$ cat src/rtl/spi_ram_pkg.sv
// spi_ram_pkg: opcodes and FSM state shared by the SPI RAM controller files
package spi_ram_pkg;
  localparam logic [1:0] OP_WR_ADDR = 2'b00;
  localparam logic [1:0] OP_WR_DATA = 2'b01;
  localparam logic [1:0] OP_RD_ADDR = 2'b10;
  localparam logic [1:0] OP_RD_DATA = 2'b11;
  typedef enum logic {IDLE, SEND} state_t;
endpackage

$ cat src/rtl/spi_ram_array.sv
// spi_ram_array: single write port, registered read port that only updates when re is set
module spi_ram_array #(
  parameter int DATA_WIDTH = 8,
  parameter int ADDR_WIDTH = 8
) (
  input  logic                  clk,
  input  logic                  rst,
  input  logic                  i_we,
  input  logic [ADDR_WIDTH-1:0] i_waddr,
  input  logic [DATA_WIDTH-1:0] i_wdata,
  input  logic                  i_re,
  input  logic [ADDR_WIDTH-1:0] i_raddr,
  output logic [DATA_WIDTH-1:0] o_rdata
);
  logic [DATA_WIDTH-1:0] r_mem [2**ADDR_WIDTH];
  always_ff @(posedge clk)
    if (i_we) r_mem[i_waddr] <= i_wdata;
  always_ff @(posedge clk)
    if (rst) o_rdata <= '0;
    else if (i_re) o_rdata <= r_mem[i_raddr];
endmodule

$ cat src/rtl/spi_ram_burst.sv
// spi_ram_burst: command decoder, write/read pointers and burst-read FSM
import spi_ram_pkg::*;
module spi_ram_burst #(
  parameter int DATA_WIDTH = 8,
  parameter int ADDR_WIDTH = 8,
  parameter int LEN_WIDTH  = 4,
  parameter bit AUTO_INC   = 1'b1
) (
  input  logic                  clk,
  input  logic                  rst,
  input  logic [DATA_WIDTH+1:0] din,
  input  logic                  rx_valid,
  output logic                  rx_ready,
  output logic [DATA_WIDTH-1:0] dout,
  output logic                  tx_valid,
  input  logic                  tx_ready
);
  state_t                r_state, w_state_nxt;
  logic [ADDR_WIDTH-1:0] r_wr_ptr, r_rd_ptr, w_rd_inc, w_raddr;
  logic [LEN_WIDTH-1:0]  r_cnt;
  logic [1:0]            w_op;
  logic [DATA_WIDTH-1:0] w_pay;
  logic                  w_acc, w_ack, w_last, w_load;
  assign w_op     = din[DATA_WIDTH+1:DATA_WIDTH];
  assign w_pay    = din[DATA_WIDTH-1:0];
  assign w_acc    = rx_valid && rx_ready;
  assign w_ack    = tx_valid && tx_ready;
  assign w_last   = r_cnt == '0;
  assign w_rd_inc = AUTO_INC ? r_rd_ptr + 1'b1 : r_rd_ptr;
  // the array read is issued at the same edge the word must appear, so on an ack it fetches the next address
  assign w_load   = (w_acc && w_op == OP_RD_DATA) || (w_ack && !w_last);
  assign w_raddr  = w_ack ? w_rd_inc : r_rd_ptr;
  spi_ram_array #(.DATA_WIDTH(DATA_WIDTH), .ADDR_WIDTH(ADDR_WIDTH)) u_array (
    .clk     (clk),
    .rst     (rst),
    .i_we    (w_acc && w_op == OP_WR_DATA),
    .i_waddr (r_wr_ptr),
    .i_wdata (w_pay),
    .i_re    (w_load),
    .i_raddr (w_raddr),
    .o_rdata (dout)
  );
  always_ff @(posedge clk)
    if (rst) r_state <= IDLE;
    else r_state <= w_state_nxt;
  always_comb
    w_state_nxt = (r_state == IDLE) ? ((w_acc && w_op == OP_RD_DATA) ? SEND : IDLE)
                                    : ((w_ack && w_last) ? IDLE : SEND);
  always_comb begin
    rx_ready = r_state == IDLE;
    tx_valid = r_state == SEND;
  end
  always_ff @(posedge clk)
    if (rst) begin
      r_wr_ptr <= '0;
      r_rd_ptr <= '0;
      r_cnt    <= '0;
    end else begin
      if (w_acc && w_op == OP_WR_ADDR) r_wr_ptr <= w_pay[ADDR_WIDTH-1:0];
      else if (w_acc && w_op == OP_WR_DATA && AUTO_INC) r_wr_ptr <= r_wr_ptr + 1'b1;
      if (w_acc && w_op == OP_RD_ADDR) r_rd_ptr <= w_pay[ADDR_WIDTH-1:0];
      else if (w_ack) r_rd_ptr <= w_rd_inc;
      if (w_acc && w_op == OP_RD_DATA) r_cnt <= w_pay[LEN_WIDTH-1:0];
      else if (w_ack && !w_last) r_cnt <= r_cnt - 1'b1;
    end
endmodule

$ cat config.mk
export PLATFORM = sky130hd
export DESIGN_NAME = spi_ram_burst
export DESIGN_NICKNAME = d
export VERILOG_FILES = /design/src/rtl/spi_ram_pkg.sv /design/src/rtl/spi_ram_array.sv /design/src/rtl/spi_ram_burst.sv
export SDC_FILE = /design/constraint.sdc
export NUM_CORES = 2
export LEC_CHECK = 0
export CORE_UTILIZATION = 32
export DETAILED_ROUTE_END_ITERATION = 8
export DONT_BUFFER_PORTS = 1
export PLACE_DENSITY_LB_ADDON = 0.12
export SETUP_SLACK_MARGIN = 0.4
export SLEW_MARGIN = 20
export SYNTH_ARGS = -nofsm -noshare
export SYNTH_HDL_FRONTEND = slang
export SYNTH_HIERARCHICAL = 1
export SYNTH_SLANG_ARGS = --single-unit
$ cat constraint.sdc
create_clock -name clk -period 10 [get_ports clk]
set_input_delay 2 -clock clk [delete_from_list [all_inputs] [get_ports clk]]
set_output_delay 2 -clock clk [all_outputs]
set_load 0.02 [all_outputs]
==> summary.md <==
## Layout
* **Post-layout nets** 4174
* **Layout Area Growth over Synthesis** 13.0%
* **share of final-layout standard cells stronger than drive strength 1** 18.5%
* **number of fill cells** 23.4k

## STA
* **clock skew after layout** 0.0660 ns
* **final number of max-transition violations** 0
* **final worst path period need** 6.39 ns
* **final critical-path setup slack** 3.61 ns
* **share of the clock period used by the worst path** 63.9%
* **number of failing setup endpoints in the final timing report** 0
* **Fmax** 0.156 GHz
* **Final Hold Viols** 0
* **Post-Route Setup TNS** 0 ns
* **actual slew at the worst max-slew pin** 1.21 ns
* **RSZ-0062 raised after global routing** no
* **Slew HR** 18.8%

## Drt
* **overall routed net length** 261000 um
* **Iteration-0 DRC Markers** 4110
* **number of vias per cell** 5.41
* **via total after detailed routing** 41.8k
* **DRC violations left** 4
* **number of nets with antenna violations after routing** 0
* **routed wire length per instance** 33.7 um
* **DRT Pass-1 Iters** 8

## Placement
* **buffers added on ports** 0
* **half-perimeter wire length after placement** 155000 um
* **gpl congestion** 0.828
* **worst setup slack before clock tree synthesis** 2.67 ns

## Min path
* **path class of the lowest-slack min-delay path** flip-flop to flip-flop

## Global routing
* **Total GRT Usage** 20.1%
* **total gr overflow** 0
* **met2 capacity usage during global routing** 31.8%
* **initial antenna violation count** 14
* **met3 usage in global routing** 3.39%
* **number of global-route vias before repair** 41.5k
* **wire length of the first global-routing pass** 358000 um
* **maximum number of pins on one net before global-route repair** 261
* **global routing's busiest layer** met2
* **routing usage on met1** 28.8%

## CTS
* **CTS tree** built
* **post-CTS setup buffer count** 0
* **H-tree level count** 4
* **hold bufs inserted after CTS** 0
* **Bufs on Longest Clock Path** 3
* **clock latency of the later-clocked register in the worst-skew pair** 0.88 ns
* **total of cells resized after clock tree synthesis** 0
* **Clock Root Buffer** clkbuf_16
* **Clock Pin Slew Worst Setup and Hold Paths** 0.06 ns
* **number of clock buffers inserted by TritonCTS** 223
* **Num Clock Sinks** 2077

## Synth
* **largest cells by area after synthesis** edfxtp_1, mux4_2, mux2i_1
* **fraction of synthesis flops using an asynchronous set or reset pin** 0%
* **Gate Count Post-Synth** 4095
* **flip-flop cell with the highest count after synthesis** edfxtp_1
* **mean area per synthesized cell** 20.0 um^2
* **Distinct cells, synth** 68
* **flip-flop and latch count after synthesis** 2077
* **top post-synthesis cells by count** edfxtp_1, mux4_2, nor2_1, mux2i_1, nand2_1
* **part of the Yosys area used for sequential elements** 76.0%
* **synth warn** 6
* **number of enable flip-flop cells after synthesis** 2048
* **top cell type by total area after synthesis** edfxtp_1
* **most common cell in the netlist** edfxtp_1
* **area share of the largest cell type after synthesis** 75.2%
* **syn nets** 4112
* **post-synthesis cell area** 81700 um^2

## Pwr
* **PD cells** 201 nW/um^2
* **Lkg Pwr** 27.2 nW
* **IR drop worst, VDD** 0.000189 V

## Critical path
* **CP top delay family** simple AND/OR/NAND/NOR gates
* **crit-path max FO** 27
* **critical path's largest stage delay** 0.88 ns
* **Crit Path Category** primary input to flip-flop
* **Critical Path End Type** flip-flop
* **worst-path cell chain** and2_1 -> nand2_1 -> xor2_1 -> inv_4 -> buf_4 -> and2_2 -> buf_4 -> a22oi_1 -> nand3_1 -> nand4_1 -> nor3_1 -> a211o_1
* **required time of the worst setup path** 10.82 ns
* **Most common cell on crit path** buf_4
* **Worst path slowest cell** nor3_1
* **total buffers and inverters traversed by the critical path** 3
* **sort of element at the start of the critical path** primary input
* **crit path DAT** 7.21 ns

## Floorplan
* **die outline height** 507 um
* **IO Pins** 24
* **initial core utilization** 32.2%
* **standard cell core area** 254000 um^2
* **die area** 257000 um^2
* **Cell Rows** 185
* **horizontal die dimension** 507 um

## Outcome
* **violations in the final reports** DRC
* **result of the run** finished, violations left

## Run
* **reported max-cap violation count** 0

==> final timing paths <==
| kind | from | to | slack [ns] | cells after the start |
|---|---|---|---|---|
| worst max-delay path | tx_ready | u_array/o_rdata[6]$_SDFFE_PP0P_ | 3.61 | 12 |
| worst min-delay path | r_cnt[1]$_SDFFE_PP0P_ | r_cnt[1]$_SDFFE_PP0P_ | 0.48 | 2 |
| worst max register to register | tx_valid$_SDFF_PP0_ | u_array/o_rdata[6]$_SDFFE_PP0P_ | 4.05 | 12 |
| worst min register to register | r_cnt[1]$_SDFFE_PP0P_ | r_cnt[1]$_SDFFE_PP0P_ | 0.48 | 2 |
==> kinds of logic after synthesis <==
logic type      count (synthesis)  share of synthesized area (%)
buf+inv                       271                           2.32
mux                           679                           14.5
fa+ha+maj                       3                         0.0459
simple gates                  629                           3.37
xor+xnor                        8                         0.0857
flops                        2077                           76.0
compound gates                428                           3.71
==> per-layer routing <==
layer	routed length (um)	vias up
met1	118000	23100
li1	-	17137
met4	5510	4
met3	14800	294
met5	26	-
met2	122000	1243
==> final cells by class <==
type / instances / area [um^2] / area share (%)
diodes: 9 / 22.5 / 0.0244
repair buffers: 88 / 805 / 0.871
clock inverters: 149 / 1430 / 1.55
inverters: 20 / 88.8 / 0.0962
clock buffers: 267 / 5770 / 6.25
well taps: 3366 / 4210 / 4.56
flip-flops and latches: 2077 / 62100 / 67.2
multi-input cells: 1747 / 17900 / 19.4
==> worst register-to-register path, stage by stage, from the launching register on <==
cell and delay [ns]:
dfxtp_1 0.58, and2_1 0.60, nand2_1 0.17, xor2_1 0.21, inv_4 0.41, buf_4 0.65
and2_2 0.73, buf_4 0.59, a22oi_1 0.21, nand3_1 0.32, nand4_1 0.36, nor3_1 0.88
a211o_1 0.18
==> state kept, by name, indices dropped and copies added, names as in the netlist <==
register,cells
u_array/r_mem,2048
r_rd_ptr,8
r_wr_ptr,8
u_array/o_rdata,8
r_cnt,4
tx_valid,1
==> metrics by stage <==
step           hold slack (ns)  utilization (%)  area (um^2)  cells  power [mW]
5_1_grt                  0.503             36.4        92300   7717        19.1
2_1_floorplan            0.461                -        81700   4095        10.4
3_5_place_dp             0.478             33.5        85100   7298        10.6
6_report                 0.482             36.4        92300   7723        18.6
3_3_place_gp             0.470             33.5        85000   7296        10.6
4_1_cts                  0.486             36.3        92300   7714        18.8
==> report_power, final <==
group	leakage, nW	switching [mW]	total (mW)	internal (mW)
combinational	5.10	0.547	0.868	0.321
clock	3.51	3.51	8.14	4.63
sequential	18.6	0.0182	9.59	9.57
total	27.2	4.07	18.6	14.5
==> placed cells by master, fill, tap and decap left out, types with 38 or more instances in the layout <==
| master | instances |
|---|---|
| a211oi_1 | 38 |
| mux4_1 | 39 |
| nand2_1 | 125 |
| mux4_2 | 353 |
| buf_4 | 75 |
| clkinv_2 | 45 |
| o22ai_1 | 98 |
| nor2_1 | 296 |
| nand3_1 | 56 |
| o221ai_1 | 46 |
| edfxtp_1 | 2048 |
| clkinv_1 | 66 |
| clkbuf_1 | 43 |
| o21ai_0 | 38 |
| a21oi_1 | 51 |
| a22oi_1 | 50 |
| mux2i_1 | 283 |
| clkbuf_16 | 224 |
(Power assumes the default switching activity.)
